## src/rtl/fetch_issue_controller_if.sv

```systemverilog
// Bus between the fetch/issue sequencer and its surroundings: PC, instruction
// memory and the execute-stage handshake. The controller side uses "master".
interface fetch_issue_controller_if #(
   parameter int PC_WIDTH = 4
);
   logic                start;
   logic [PC_WIDTH-1:0] pc;
   logic [31:0]         instruction;
   logic                exec_ready;
   logic                mem_read_en;
   logic                pc_enable;
   logic [31:0]         ir;
   logic                ir_valid;
   logic                halted;
   logic [1:0]          state;
   logic [7:0]          instr_count;

   modport master (
      input  start, pc, instruction, exec_ready,
      output mem_read_en, pc_enable, ir, ir_valid, halted, state, instr_count
   );

   modport slave (
      output start, pc, instruction, exec_ready,
      input  mem_read_en, pc_enable, ir, ir_valid, halted, state, instr_count
   );
endinterface

```

## src/rtl/fetch_issue_controller.sv

```systemverilog
// Sequencer for PC -> instruction memory -> instruction register: fetches one
// word per FETCH cycle and offers it downstream via a valid/ready handshake.
module fetch_issue_controller #(
   parameter int          PC_WIDTH    = 4,
   parameter int unsigned LAST_ADDR   = 15,
   parameter logic [5:0]  HALT_OPCODE = 6'h3F
) (
   input logic                      clock,
   input logic                      reset,
   fetch_issue_controller_if.master bus
);

   typedef enum logic [1:0] {
      IDLE  = 2'd0,
      FETCH = 2'd1,
      ISSUE = 2'd2,
      HALT  = 2'd3
   } state_e;

   localparam logic [PC_WIDTH-1:0] LastPc = LAST_ADDR[PC_WIDTH-1:0];

   state_e      state_q, state_d;
   logic [31:0] ir_q, ir_d;
   logic [7:0]  count_q, count_d;
   logic        pcEnable;
   logic        handshake;
   logic        atLast;

   always_ff @(posedge clock) begin
      if (reset) begin
         state_q <= IDLE;
         ir_q    <= '0;
         count_q <= '0;
      end else begin
         state_q <= state_d;
         ir_q    <= ir_d;
         count_q <= count_d;
      end
   end

   assign handshake = (state_q == ISSUE) && bus.exec_ready;
   assign atLast    = (bus.pc == LastPc);

   // The PC only moves on a completed handshake, so the memory address is
   // stable for the whole FETCH cycle; at the last address we halt instead.
   always_comb begin
      state_d  = state_q;
      ir_d     = ir_q;
      count_d  = count_q;
      pcEnable = 1'b0;
      unique case (state_q)
         IDLE: begin
            if (bus.start) begin
               state_d = FETCH;
            end
         end
         FETCH: begin
            ir_d = bus.instruction;
            if (bus.instruction[31:26] == HALT_OPCODE) begin
               state_d = HALT;
            end else begin
               state_d = ISSUE;
            end
         end
         ISSUE: begin
            if (handshake) begin
               count_d = (count_q == 8'hFF) ? count_q : count_q + 8'd1;
               if (atLast) begin
                  state_d = HALT;
               end else begin
                  pcEnable = 1'b1;
                  state_d  = FETCH;
               end
            end
         end
         HALT: begin
            state_d = HALT;
         end
         default: begin
            state_d = IDLE;
         end
      endcase
   end

   assign bus.mem_read_en = (state_q == FETCH);
   assign bus.ir_valid    = (state_q == ISSUE);
   assign bus.halted      = (state_q == HALT);
   assign bus.pc_enable   = pcEnable;
   assign bus.ir          = ir_q;
   assign bus.state       = state_q;
   assign bus.instr_count = count_q;

endmodule
```

## src/flat_wrapper.sv

```systemverilog
// flat-port wrapper written by rule: the top's interface ports become plain ports
module fetch_issue_controller_flat 
#(
   parameter int          PC_WIDTH    = 4,
   parameter int unsigned LAST_ADDR   = 15,
   parameter logic [5:0]  HALT_OPCODE = 6'h3F
)
  (clock, reset, bus_start, bus_pc, bus_instruction, bus_exec_ready, bus_mem_read_en, bus_pc_enable, bus_ir, bus_ir_valid, bus_halted, bus_state, bus_instr_count);
  fetch_issue_controller_if #(.PC_WIDTH(PC_WIDTH)) bus_i ();
  input logic clock;
  input logic reset;
  input wire logic [$bits(bus_i.start)-1:0] bus_start;
  input wire logic [$bits(bus_i.pc)-1:0] bus_pc;
  input wire logic [$bits(bus_i.instruction)-1:0] bus_instruction;
  input wire logic [$bits(bus_i.exec_ready)-1:0] bus_exec_ready;
  output wire logic [$bits(bus_i.mem_read_en)-1:0] bus_mem_read_en;
  output wire logic [$bits(bus_i.pc_enable)-1:0] bus_pc_enable;
  output wire logic [$bits(bus_i.ir)-1:0] bus_ir;
  output wire logic [$bits(bus_i.ir_valid)-1:0] bus_ir_valid;
  output wire logic [$bits(bus_i.halted)-1:0] bus_halted;
  output wire logic [$bits(bus_i.state)-1:0] bus_state;
  output wire logic [$bits(bus_i.instr_count)-1:0] bus_instr_count;
  assign bus_i.start = bus_start;
  assign bus_i.pc = bus_pc;
  assign bus_i.instruction = bus_instruction;
  assign bus_i.exec_ready = bus_exec_ready;
  assign bus_mem_read_en = bus_i.mem_read_en;
  assign bus_pc_enable = bus_i.pc_enable;
  assign bus_ir = bus_i.ir;
  assign bus_ir_valid = bus_i.ir_valid;
  assign bus_halted = bus_i.halted;
  assign bus_state = bus_i.state;
  assign bus_instr_count = bus_i.instr_count;
  fetch_issue_controller #(.PC_WIDTH(PC_WIDTH), .LAST_ADDR(LAST_ADDR), .HALT_OPCODE(HALT_OPCODE)) u_core (.clock(clock), .reset(reset), .bus(bus_i));
endmodule
```

## config.mk

```make
export PLATFORM = sky130hd
export DESIGN_NAME = fetch_issue_controller_flat
export DESIGN_NICKNAME = d
export VERILOG_FILES = /design/src/rtl/fetch_issue_controller_if.sv /design/src/rtl/fetch_issue_controller.sv /design/src/flat_wrapper.sv
export SDC_FILE = /design/constraint.sdc
export NUM_CORES = 1
export LEC_CHECK = 0
export CAP_MARGIN = 30
export CORE_MARGIN = 8
export CORE_UTILIZATION = 55
export DETAILED_ROUTE_END_ITERATION = 6
export DONT_BUFFER_PORTS = 1
export MAX_ROUTING_LAYER = met4
export PLACE_DENSITY_LB_ADDON = 0.15
export SYNTH_ARGS = -nofsm -noshare
export SYNTH_HDL_FRONTEND = slang
export SYNTH_SLANG_ARGS = --single-unit
```

## constraint.sdc

```tcl
create_clock -name clock -period 1.3 [get_ports clock]
set_input_delay 0.13 -clock clock [delete_from_list [all_inputs] [get_ports clock]]
set_output_delay 0.13 -clock clock [all_outputs]
set_load 0.02 [all_outputs]
```

### Word-level counts from Yosys, hierarchy flattened

Index checks and enable logic that the tools add are counted.

* register bits: 42
* latch bits: 0
* bits in writable memories: 0
* ROM bits: 0
* bits of input ports: 40
* output and inout bits: 46
* logic and storage cells: 25
* memories kept: 0

* add/sub/neg operators: 1
* $mul: 0
* divide/modulo/power cells: 0
* $lt $le $gt $ge: 0
* equal/unequal tests: 8
* shifts and indexed selects: 0
* muxes and demuxes: 8
* bitwise operators: 1
* reduce and logical (&&, ||, !) cells: 4

Operators with widths (number)
* $add 8x1->8 const B: 1
* $eq 8x8->1 const B: 1
* $pmux 2 s4: 1
* $eq 6x6->1 const B: 1
* $mux 2: 3
* $eq 2x2->1 const B: 2
* $eq 4x4->1 const B: 1
* $mux 1: 4
* $reduce_and 3->1: 1
* $eq 2x1->1 const B: 1
* $logic_not 2->1: 1
* $ne 2x1->1 const B: 1
* $ne 2x2->1 const B: 1
* $reduce_and 2->1: 1
* $logic_and 1x1->1: 1
* $not 1->1: 1

### Logic depth before layout (Yosys ltp)

Gate-level depths: netlist of the first run.

* depth after elaboration: 4
* mapped depth: 6
* mapped depth without buffers: 5

### Least setup slack after synthesis of the first run

No wires, ideal clock.

* kind: register -> register
* start point: register u_core.count_q[0], in the netlist u_core.bus.instr_count[0]
* end point: register u_core.count_q[7], in the netlist u_core.bus.instr_count[7]
* setup time: 0.121 ns
* arrival time: 1.414 ns
* data required time: 1.179 ns
* slack: -0.235 ns
* cell stages (with the launch flop): 6
* path buffers: 0
* clock period less this slack: 1.535 ns
* path through: dfxtp_1 -> ha_1 -> nand3_2 -> o211ai_4 -> nor3_2 -> mux2_4

* longest elaborated chain between the ends: 3
* elaborated cells on any way between the ends: 4
* classes of those cells: add/sub (1); eq/ne (1); bitwise (1); reduce/logical (1)

RTL lines
* start: declaration: RTL line fetch_issue_controller.sv:24 `logic [7:0] count_q, count_d;`
* start signal: assignment: RTL line fetch_issue_controller.sv:37 `count_q <= count_d;`
* parallel branches: the longest is 3 deep, another holds $add 8x1->8

Parallel ways; which one is timed is not known.
A chain may end at the register's enable or synchronous reset.

### Worst setup path in the final report of the first run

* start point: register u_core.state_q[0], in the netlist u_core.bus.state[0]
* end point: output port bus_mem_read_en

* longest elaborated chain between the ends: 1

RTL lines
* start: declaration: RTL line fetch_issue_controller.sv:22 `state_e state_q, state_d;`
* start signal: assignment: RTL line fetch_issue_controller.sv:35 `state_q <= state_d;`
* $eq 2x1->1: RTL line fetch_issue_controller.sv:85 `assign bus.mem_read_en = (state_q == FETCH);`
* end: declaration: RTL line flat_wrapper.sv:16 `output wire logic [$bits(bus_i.mem_read_en)-1:0] bus_mem_read_en;`

Every way passes these cells.

==> results, run 1 <==
- The run finished, with violations left.
- The final reports fail on setup timing.
- The TritonCTS clock tree is done.
- CTS built an H-tree with a depth of 2.
- Detailed placement ended at an HPWL of 3.095 mm.
- The final critical-path required period is 1.348 ns.
- The number of antenna violations at the first check in global routing was 0.
- In this run the biggest area consumer among cell types represents 51.53% of the synthesized area.
- Dividing the detail-routed via count by the number of cells gives 5.682.
- After filler insertion, the fill cell instance count of the layout stands at 184.
- The critical path goes through buf_12 > nand2_4 > inv_4 > buf_12 > buf_8.
- The reported max-cap violation count is 0.
- Of all cell types, the one taking the most synthesized area is sky130_fd_sc_hd__dfxtp_1.
- After layout, the worst path uses 103.7% of the clock period.
- For this design the static power due to leakage is 0.8967 nW.
- The initialized floorplan defines 19 standard-cell rows.
- Counting stages on the worst path, the most repeated cell is sky130_fd_sc_hd__buf_12.
- The number of different library cells in the post-synthesis netlist is 30.
- The final critical-path setup slack is -0.04805 ns.
- After detailed routing, the average wire length per cell comes to 18.26 um.
- For this run, the post-layout net count is 289.
- The arrival time at the worst endpoint is 1.22 ns.
- 0 antenna diodes ended up in the layout.
- The number of input and output port buffers inserted is 0.
- The die covers 0.004965 sq mm.
- STA classifies the critical path endpoint as a primary output.
- The worst setup path is launched from a flop.
- The detail route stage leaves a number of antenna-violating nets equal to 0.
- The effective utilization at floorplan is 58.66%.
- The final standard cell area without fillers is 0.002317 sq mm.
- The floorplan step set the die height to 70.47 um.
- In this run the horizontal extent of the chip is 70.47 um.
- For this run, asynchronously set or reset flops after synthesis account for 0%.
- The critical-path cell with the highest stage delay is sky130_fd_sc_hd__dfxtp_4.
- The power density normalized to cell area is 1166 mW/mm^2.
- The max-slew violation total from the final report was 0.
- Pin placement for this block handled 86 I/O pins.
- Static timing analysis puts the maximum clock frequency at 741.8 MHz.
- After detailed routing, the number of remaining DRC violations is 0.
- The post-CTS clock slew at the launch and capture registers of the worst setup and hold paths is 0.13 ns.
- The core box area is 0.002781 sq mm.
- At the later pin of the worst-skew pair, clock insertion delay measures 0.36 ns.
- The number of detailed-route iterations in the first pass is 4.
- In this run the cell area of the synthesized design comes to 0.001632 sq mm.
- In this run the clock root is driven by a sky130_fd_sc_hd__clkbuf_4.
- For the final database, setup skew stands at 0.008500 ns.
- For this block, the via count after detailed routing is 1591.
- Synthesis handed over a netlist of 197 instances.
- The total overflow left after global routing is 0.
- The detailed route wirelength on metal3 is 629 um.
- The setup violation total in the final timing report is 3.
- After detailed placement, the total cell area comes to 0.001810 sq mm.
- The number of global-route vias before repair is 1648.
- The post-route met1 wirelength is 1.858 mm.
- The proportion of synthesized area in mux cells is 1.534%.
- Counting every net in the synthesized netlist gives 238.
- Hold is met by 0.02843 ns.
- The first-pass GRT wire length is 8.086 mm.
- STA puts the critical path data required time at 1.17 ns.
- The slew at the pin with the worst max-slew slack is 0.2619 ns.
- The share of cells above drive strength 1 is 23.29%.
- The average instance in the mapped netlist occupies 8.282 sq um.
- CTS saw 42 sinks.
- Headroom to the max-slew limit came out at 82.52%.
- The type of the worst setup path is flop to primary output.
- The largest family of logic cells by synthesized area is simple AND/OR/NAND/NOR gates.
- The number of warnings printed during yosys synthesis is 0.
- The synthesized design contains 0 enable-type register cells.
- Summing the areas of all fa, ha and maj instances in the mapped netlist gives 0.7669% of the synthesized area.
- The maximum vdd drop is 1418 uV.
- Along the worst path, the maximum fanout reaches 8.
- The met2 wire length is 2.536 mm.
- The longest clock path from root to sink contains 2 buffers.
- Setup repair after global routing could not meet its margin everywhere.
- The pin count of the biggest net entering global routing is 43.
- Counting the buffers created by CTS gives 5.
- Summing the areas of all xor and xnor instances in the mapped netlist gives 3.221% of the synthesized area.
- Global routing used 20.84% of the available tracks.
- The area fraction in and, or, nand and nor cells after synthesis is 25.31%.
- Counting instances in the post-synthesis netlist gives the leading cell types as sky130_fd_sc_hd__nand2_1 (69), sky130_fd_sc_hd__dfxtp_1 (42), sky130_fd_sc_hd__a21oi_1 (33).
- The first routing iteration left 145 violations.
- The hold violation count in the final report is 0.
- Sorting the synthesized cells by area gives the leading types as sky130_fd_sc_hd__dfxtp_1 (52%), sky130_fd_sc_hd__nand2_1 (16%), sky130_fd_sc_hd__a21oi_1 (10%), sky130_fd_sc_hd__xor2_1 (2.7%), sky130_fd_sc_hd__nor2_1 (2.3%).
- The area growth from synthesis to layout is 42.02%.
- The sum of routed wire length over all layers is 5.113 mm.
- After detailed routing, no signal wire sits above met4.
- After synthesis the netlist holds a flip-flop and latch count of 42.
- The worst hold path belongs to the class input pin to flop.
- The synthesized-area fraction occupied by ao, oa, aoi and oai cells is 14.11%.
- The final weighted congestion in routability-driven placement is 0.7814.
- For this run, the slowest stage of the critical path takes 0.37 ns.
- The fraction of the yosys area taken by sequential cells is 51.53%.
- Among all flip-flop cells after synthesis, the most frequent one is sky130_fd_sc_hd__dfxtp_1.
- The most common cell in the synthesized netlist is sky130_fd_sc_hd__nand2_1.
where the power goes:
part           total [W]  switching (W)  internal, W
logic           0.000487       0.000259     0.000228
registers        0.00153       0.000157      0.00137
clock network   0.000690       0.000428     0.000262
placed cells by master (no fill, tap or decap), types with 2 or more instances in the layout:
cell / netlist / routed
sky130_fd_sc_hd__dfxtp_1: 42 / 32
sky130_fd_sc_hd__dfxtp_4: 0 / 4
sky130_fd_sc_hd__nor3_2: 1 / 2
sky130_fd_sc_hd__nand4_1: 2 / 2
sky130_fd_sc_hd__inv_4: 0 / 2
sky130_fd_sc_hd__dfxtp_2: 0 / 6
sky130_fd_sc_hd__buf_12: 0 / 3
sky130_fd_sc_hd__a21oi_1: 33 / 31
sky130_fd_sc_hd__clkbuf_4: 0 / 5
sky130_fd_sc_hd__nor2_1: 10 / 10
sky130_fd_sc_hd__nand2_1: 69 / 68
sky130_fd_sc_hd__a21oi_2: 0 / 2
sky130_fd_sc_hd__dlygate4sd3_1: 0 / 33
sky130_fd_sc_hd__buf_6: 0 / 2
sky130_fd_sc_hd__xor2_1: 5 / 5
sky130_fd_sc_hd__o21ai_0: 2 / 2
sky130_fd_sc_hd__buf_4: 0 / 16
per-stage QoR:
step	setup TNS, ns	util, %	setup slack [ns]	cells	total power (W)
after detailed placement	0	65.09	0.02483	235	0.001866
after global placement	0	65.09	0.05216	235	0.001844
after CTS	-0.06762	83.00	-0.05517	281	0.002720
final	-0.05832	83.31	-0.04805	280	0.002702
after global routing	-0.2991	83.31	-0.1018	280	0.002837
after floorplan	-0.02476	-	-0.02476	197	0.001771
routing by layer:
layer	up-vias	track usage, %
met2	84	34.41
met5	-	-
met3	12	11.86
met1	745	20.17
li1	750	-
met4	0	6.696
state kept, by name, indices dropped and copies added, names as in the netlist:
signal,cells
u_core.bus.ir,32
u_core.bus.state,2
u_core.bus.instr_count,8
kinds of logic (layout without fill, tap and decap cells):
kind of cell | count (synthesis) | count (layout)
compound gates | 40 | 40
xor+xnor | 6 | 6
fa+ha+maj | 1 | 1
buf+inv | 14 | 66
flops | 42 | 42
mux | 2 | 2
simple gates | 92 | 92
final cells by class:
class | count | area [sq um] | share of cell area (%)
Sequential cell | 42 | 863.3 | 37.26
Multi-Input combinational cell | 141 | 790.8 | 34.13
Timing Repair Buffer | 55 | 548.0 | 23.65
Clock buffer | 6 | 51.30 | 2.214
Tap cell | 31 | 38.79 | 1.674
Inverter | 3 | 13.76 | 0.5940
Clock inverter | 2 | 11.26 | 0.4860
worst max-delay path, delay by kind of cell (launching register included):
family | cells | cell delay [ns]
AND/OR/NAND/NOR | 1 | 0.07
buffers and inverters | 4 | 0.41
flip-flops | 1 | 0.37
worst paths after layout:
kind,from,to,slack [ns],cells after the start
setup / recovery,u_core.bus.state[0],bus_mem_read_en,-0.05,5
hold / removal,reset,u_core.bus.ir[9],0.03,2
setup reg to reg,u_core.bus.state[0],u_core.bus.instr_count[7],-0.01,4
hold reg to reg,u_core.bus.ir[15],u_core.bus.ir[15],0.57,2
what timing repair did:
item | 4_1_cts | 5_1_grt
pin swaps | 2 | 5
gates cloned | 1 | 0
gates resized for setup | 10 | 9
buffers inserted | 3 | 0
setup endpoints to repair | 3 | 35
hold endpoints to repair | 42 | 0
hold buffers | 34 | 0
(Power assumes the default switching activity.)
==> inputs of run 2 (changes only) <==
CORE_UTILIZATION = 40   (was 55)
==> run 2 against run 1 <==
Effect of this change: the flow now finishes without violations; clock-buffer cell count is 2 higher; via count is 4.4% lower; wire length is 8.7% lower; combinational power is 12% lower; cell count is 6.1% higher; die area is 28% higher.
==> results, run 2 (same netlist as run 1, synthesis figures left out) <==
- The number of flip-flops under the largest register name came to 32 (unchanged).
- The final instance count without filler cells was 297 (+6.1%).
- The hold violation count in the final report was 0 (unchanged).
- The initial DRC count is 99 (-32%).
- The fill cell total of the finished layout is 356 (+93%).
- The worst setup timing slack at the placement stage came to 0.02099 ns (-0.003843 ns).
- The post-route DRC violation count is 0 (unchanged).
- The number of global-route vias before repair is 1534 (-6.9%).
- The arrival time at the worst endpoint is 1.47 ns (+0.25 ns).
- The final critical-path required period is 1.287 ns (-0.06086 ns).
- The total track usage was 15.31% (-5.5 points).
- Setup repair after global routing could not meet its margin everywhere.
- The global-route congestion overflow total is 0 (unchanged).
- The per-cell routed wire length is 15.71 um (-14%).
- The number of detailed-route iterations in the first pass is 4 (unchanged).
- The depth of the worst register-to-register path is 5 (+1).
- The fmax is 776.9 MHz (+4.7%).
- The H-tree depth reported by CTS came to 2 (unchanged).
- TritonCTS built the clock tree.
- The number of input and output port buffers inserted is 0 (unchanged).
- The setup slack on the worst flop-to-flop path is 0.01 ns (+0.02 ns).
- Compared with the post-synthesis result, the final layout area differs by 41.03%.
- Leaving out fill and tap cells, the most frequent cell in the layout is sky130_fd_sc_hd__nand2_1.
- The final design utilization came to 57.94% (-25 points).
- The maximum vdd drop was 584.4 uV (-59%).
- The reported max-cap violation count is 0 (unchanged).
- The share of cells above drive strength 1 is 20.33% (-3.0 points).
- Leaving out fill and tap cells, the most frequent cells in the layout are sky130_fd_sc_hd__nand2_1 (68), sky130_fd_sc_hd__a21oi_1 (33), sky130_fd_sc_hd__dlygate4sd3_1 (33), sky130_fd_sc_hd__dfxtp_1 (32), sky130_fd_sc_hd__buf_4 (16).
- The half-perimeter wire length after placement is 3.163 mm (+2.2%).
- The required arrival time at the worst endpoint is 1.48 ns (+0.31 ns).
- The clock latency at the later pin of the worst-skew pair was 0.29 ns (-0.07 ns).
- The vertical die dimension was 79.87 um (+13%).
- The post-CTS clock slew at the launch and capture registers of the worst setup and hold paths is 0.08 ns (-0.05 ns).
- The path with the worst hold slack has its endpoint at u_core.bus.instr_count[7].
- The clock skew after layout is 0.005053 ns (-0.003447 ns).
- The worst hold path class is input pin to flop.
- The endpoint identified for the worst register-to-register timing path is u_core.bus.instr_count[7].
- The cell count after placement is 254 (+8.1%).
- STA classifies the critical path startpoint as a flop.
- The type of the worst setup path is flop to flop.
- The effective utilization at floorplan is 41.08% (-18 points).
- The max-slew headroom at the worst pin came to 82.64% (+0.13 points).
- The run finished with clean final reports.
- The x dimension of the die came to 79.87 um (+13%).
- The site row count is 23 (+4).
- The sum of routed wire length over all layers came to 4.667 mm (-8.7%).
- The total leakage power is 0.8876 nW (-1.0%).
- The number of vias in the routed layout was 1521 (-4.4%).
- The maximum fanout count along the critical path is 6 (-2).
- The count of cells along the worst hold path was 2 (unchanged).
- The final layout net count is 286 (-1.0%).
- In this run the most critical hold path is launched from reset.
- The share of the clock period used by the worst path after layout is 99.02% (-4.7 points).
- The top-level port count is 86 (unchanged).
- The library cell used as clock root buffer is sky130_fd_sc_hd__clkbuf_8.
- The pin count of the biggest net entering global routing is 42 (-2.3%).
- The first-pass GRT wire length was 7.355 mm (-9.0%).
- The final critical-path setup slack is 0.01280 ns (+0.06086 ns).
- The power density normalized to cell area is 1251 mW/mm^2 (+7.3%).
- The final weighted congestion in routability-driven placement is 0.7521 (-3.7%).
- The number of buffers added by the clock tree synthesis step is 5 (unchanged).
- The number of nets still failing antenna checks after routing was 0 (unchanged).
- The maximum root-to-sink buffer count is 2 (unchanged).
- STA classifies the critical path endpoint as a flop.
- The number of clock sinks seen by CTS is 42 (unchanged).
- The core box area is 0.003971 sq mm (+43%).
- The total die area came to 0.006378 sq mm (+28%).
- The number of antenna violations at the first check in global routing is 0 (unchanged).
- The post-detailed-route via-to-cell ratio is 5.121 (-9.9%).
- The setup violation total in the final timing report came to 0 (-3).
- The max-slew violation total from the final report is 0 (unchanged).
- The critical register-to-register path startpoint is u_core.bus.instr_count[0].
- The slew at the pin with the worst max-slew slack is 0.2600 ns (-0.001893 ns).
-- run 2: cell count changes in the layout (fill, tap and decap cells not counted), sizes merged --
cell,delta
clkbuf,+2
diode,+1
clkinv,-1
buf,-3
inv,-1
-- run 2: timing repair --
action,4_1_cts,5_1_grt
hold buffers,34,0
setup buffers,1,0
hold endpoints to repair,41,0
gates resized for setup,6,4
endpoints found under the setup margin,2,11
-- run 2: layout make-up --
cell class / count / area, sq um / share of cell area, %
Sequential cell: 42 / 860.8 / 37.41
Multi-Input combinational cell: 141 / 765.7 / 33.28
Timing Repair Buffer: 52 / 496.7 / 21.59
Clock buffer: 8 / 101.3 / 4.405
Tap cell: 50 / 62.56 / 2.719
Inverter: 3 / 11.26 / 0.4894
Antenna cell: 1 / 2.502 / 0.1088
-- run 2: where the power goes --
part / switching [W] / internal [W]
sequential: 0.000154 / 0.00137
clock: 0.000426 / 0.000497
combinational: 0.000234 / 0.000197
total: 0.000814 / 0.00206
-- run 2: layer usage --
| metal | share of wire (%) | vias up | GRT usage, % |
|---|---|---|---|
| met5 | 0 | - | - |
| met4 | 3.7 | 0 | 9.636 |
| met3 | 9.9 | 16 | 6.532 |
| met2 | 49 | 77 | 23.39 |
| met1 | 38 | 683 | 15.96 |
| li1 | - | 745 | - |
-- run 2: metrics by stage --
| stage | setup TNS, ns | hold slack, ns | instance area (sq um) | total power (W) |
|---|---|---|---|---|
| after floorplan | -0.02476 | 0.2660 | 1670 | 0.001771 |
| after global placement | 0 | 0.1984 | 1822 | 0.001843 |
| after detailed placement | 0 | 0.2012 | 1822 | 0.001860 |
| after CTS | 0 | 0.05586 | 2303 | 0.002923 |
| after global routing | -0.05142 | 0.06808 | 2298 | 0.003015 |
| final | 0 | 0.07438 | 2301 | 0.002879 |
-- run 2: worst max path at each step --
stage          cells past startpoint  slack [ns]                         to                       from
4_1_cts                            5       0.003            bus_mem_read_en        u_core.bus.state[0]
6_report                           5        0.01  u_core.bus.instr_count[7]  u_core.bus.instr_count[0]
5_1_grt                            5       -0.05  u_core.bus.instr_count[7]  u_core.bus.instr_count[0]
3_3_place_gp                       5        0.05  u_core.bus.instr_count[7]  u_core.bus.instr_count[0]
3_5_place_dp                       5        0.02  u_core.bus.instr_count[7]  u_core.bus.instr_count[0]
2_1_floorplan                      4       -0.02  u_core.bus.instr_count[7]        u_core.bus.state[0]
-- run 2: critical path, cell delays in order (launching register included) --
cell,delay [ns]
sky130_fd_sc_hd__dfxtp_4,0.36
sky130_fd_sc_hd__ha_4,0.16
sky130_fd_sc_hd__nand3_4,0.11
sky130_fd_sc_hd__o211ai_4,0.09
sky130_fd_sc_hd__nor3_2,0.14
sky130_fd_sc_hd__mux2_4,0.31
==> inputs of run 3 (changes only) <==
CORE_MARGIN = default   (was 8)
==> run 3 against run 2 <==
Effect of this change: worst setup slack worse by 0.019 ns; global-route usage increased by 5.8 points; cell count is 0.34% lower; maximum frequency is 1.5% lower; hold slack improved by 0.017 ns; sequential power about the same; register-to-register slack lost 0.02 ns; clock power decreased by 8.1%; sequential share of layout area down 1.3 points; largest power group unchanged; non-clock buffer count is 2 higher; flip-flop and latch count stayed put; largest cell class unchanged; the run now ends with setup timing left.
==> results, run 3 (same netlist as run 1, synthesis figures left out) <==
- The worst hold path class is input pin to flop.
- The largest individual stage delay along the critical path comes from the cell sky130_fd_sc_hd__dfxtp_4.
- The cell count after placement is 250 (-1.6%).
- The slew at the pin with the worst max-slew slack came to 0.2520 ns (-0.008051 ns).
- The most critical setup path has its endpoint at u_core.bus.instr_count[7].
- The number of nets still failing antenna checks after routing is 0 (unchanged).
- From synthesis to final layout, the design area changed by 46.17%.
- In this run the critical register-to-register path is launched from u_core.bus.instr_count[0].
- The arrival time at the worst endpoint came to 1.49 ns (+0.02 ns).
- The half-perimeter wire length after placement was 2.636 mm (-17%).
- The sum of routed wire length over all layers is 4.286 mm (-8.2%).
- The number of detailed-route iterations in the first pass is 4 (unchanged).
- The number of clock sinks seen by CTS is 42 (unchanged).
- The final critical-path required period is 1.306 ns (+0.01905 ns).
- The share of cells above drive strength 1 is 22.98% (+2.7 points).
- The clock skew after layout is 0.01221 ns (+0.007154 ns).
- The worst setup path is launched from a flop.
- The depth of the worst register-to-register path is 5 (unchanged).
- Walking the worst path, the cells encountered are ha_4 > nand3_4 > o211ai_4 > nor3_2 > mux2_4.
- The effective utilization at floorplan is 42.95% (+1.9 points).
- The maximum vdd drop is 504.6 uV (-14%).
- The top-level port count was 86 (unchanged).
- The first-pass GRT wire length was 6.548 mm (-11%).
- The library cell used as clock root buffer is sky130_fd_sc_hd__clkbuf_8.
- The H-tree depth reported by CTS is 2 (unchanged).
- The hold violation count in the final report is 0 (unchanged).
- The initial DRC count is 72 (-27%).
- The antenna diode count was 0 (-1).
- The max-slew violation total from the final report is 0 (unchanged).
- The reported max-cap violation count is 0 (unchanged).
- The share of the clock period used by the worst path after layout is 100.5% (+1.5 points).
- The number of buffers added by the clock tree synthesis step is 5 (unchanged).
- The required arrival time at the worst endpoint is 1.48 ns (about the same).
- The number of input and output port buffers inserted is 0 (unchanged).
- The clock latency at the later pin of the worst-skew pair is 0.29 ns (about the same).
- Setup repair after global routing could not meet its margin everywhere.
- The core box area is 0.003799 sq mm (-4.3%).
- The setup violation total in the final timing report was 1 (+1).
- The TritonCTS clock tree is done.
- The number of stages on the worst setup path is 5 (unchanged).
- The max-slew headroom at the worst pin is 83.03% (+0.38 points).
- The final reports fail on setup timing.
- The number of antenna violations at the first check in global routing is 0 (unchanged).
- The setup slack on the worst flop-to-flop path was -0.006 ns (-0.02 ns).
- The post-CTS clock slew at the launch and capture registers of the worst setup and hold paths came to 0.08 ns (about the same).
- The pin count of the biggest net entering global routing is 42 (unchanged).
- The maximum root-to-sink buffer count came to 2 (unchanged).
- The final weighted congestion in routability-driven placement was 0.7426 (-1.3%).
- In this run the worst setup path begins at u_core.bus.instr_count[0].
- The total buffers and inverters traversed by the critical path is 0 (unchanged).
- The setup total negative slack is -0.006251 ns (-0.006251 ns).
- The number of flip-flops under the largest register name is 32 (unchanged).
- The category of the worst setup path capture point is a flop.
- The total power is 0.002873 W (-0.20%).
- The fill cell total of the finished layout is 318 (-11%).
- The total leakage power is 0.9213 nW (+3.8%).
- The post-detailed-route via-to-cell ratio was 5.108 (-0.26%).
- The vertical die dimension is 65.87 um (-18%).
- The total die area was 0.004338 sq mm (-32%).
- The total track usage came to 21.08% (+5.8 points).
- Leaving out fill and tap cells, the most frequent cell in the layout is sky130_fd_sc_hd__nand2_1.
- The number of vias in the routed layout was 1512 (-0.59%).
- The site row count is 22 (-4.3%).
- The power density normalized to cell area is 1205 mW/mm^2 (-3.7%).
- In the layout the commonest cells are sky130_fd_sc_hd__nand2_1 (68), sky130_fd_sc_hd__dlygate4sd3_1 (33), sky130_fd_sc_hd__dfxtp_1 (32), sky130_fd_sc_hd__a21oi_1 (30), sky130_fd_sc_hd__buf_4 (14).
- The post-route DRC violation count is 0 (unchanged).
- The maximum fanout count along the critical path came to 6 (unchanged).
- The x dimension of the die is 65.87 um (-18%).
- The critical path's largest stage delay was 0.36 ns (about the same).
- The final instance count without filler cells is 296 (-0.34%).
- The critical path in this run is classified as flop to flop.
- The final critical-path setup slack came to -0.006251 ns (-0.01905 ns).
- The final layout net count came to 288 (+0.70%).
- The per-cell routed wire length is 14.48 um (-7.9%).
- The end of the worst register-to-register path is u_core.bus.instr_count[7].
- The flow ran to the end, but the final reports show violations.
- The number of global-route vias before repair came to 1512 (-1.4%).
- The global-route congestion overflow total is 0 (unchanged).
- The fmax is 765.6 MHz (-1.5%).
- Broken down by cell family, the worst path's largest delay share belongs to flip-flops.
run 3: cell count changes in the layout (fill, tap and decap cells not counted), sizes merged:
cell    change
bufbuf      +1
diode       -1
clkinv      +1
run 3: area by class of cell:
cell class / count / area, sq um / share of cell area, %
clock buffers: 7 / 86.33 / 3.620
clock inverters: 1 / 5.005 / 0.2099
inverters: 3 / 13.76 / 0.5771
multi-input cells: 141 / 779.5 / 32.69
flip-flops and latches: 42 / 860.8 / 36.10
well taps: 48 / 60.06 / 2.518
repair buffers: 54 / 579.3 / 24.29
run 3: how the worst min path moves through the flow:
stage | start | cells after the start | end
6_report | bus_exec_ready | 3 | u_core.bus.state[1]
5_1_grt | reset | 2 | u_core.bus.instr_count[7]
4_1_cts | bus_exec_ready | 3 | u_core.bus.state[1]
3_5_place_dp | reset | 1 | u_core.bus.instr_count[0]
3_3_place_gp | reset | 1 | u_core.bus.instr_count[4]
2_1_floorplan | bus_instruction[17] | 2 | u_core.bus.ir[17]
run 3: power breakdown:
part	switching [W]	leakage, nW	total, W	internal (W)
clock network	0.000420	0.0482	0.000849	0.000428
registers	0.000152	0.348	0.00152	0.00137
logic	0.000249	0.525	0.000501	0.000252
run 3: timing repair:
| action | in CTS | in global routing |
|---|---|---|
| hold buffers | 34 | 0 |
| setup buffers | 0 | 2 |
| gates cloned | 1 | 1 |
| hold endpoints to repair | 41 | 0 |
| pin swaps | 0 | 1 |
| endpoints found under the setup margin | 1 | 13 |
| gates resized for setup | 3 | 10 |
run 3: worst min-delay path, delay by kind of cell:
kind | cells | cell delay, ns
simple gates | 2 | 0.15
compound gates | 1 | 0.07
run 3: metal layers:
layer  GRT usage [%]  wire (um)
met1           21.00       1726
met2           36.73       2121
met3           7.069        337
met4           10.05        100
met5               -          0
run 3: per-stage QoR:
step / utilization, % / instance area, sq um / hold slack [ns] / setup WS [ns]
after global routing: 62.78 / 2385 / 0.08576 / -0.03368
after floorplan: - / 1670 / 0.2660 / -0.02476
after global placement: 48.16 / 1829 / 0.1986 / 0.04671
after CTS: 60.80 / 2310 / 0.06307 / 0.0001824
after detailed placement: 48.16 / 1829 / 0.2005 / 0.01221
final: 62.78 / 2385 / 0.09101 / -0.006251
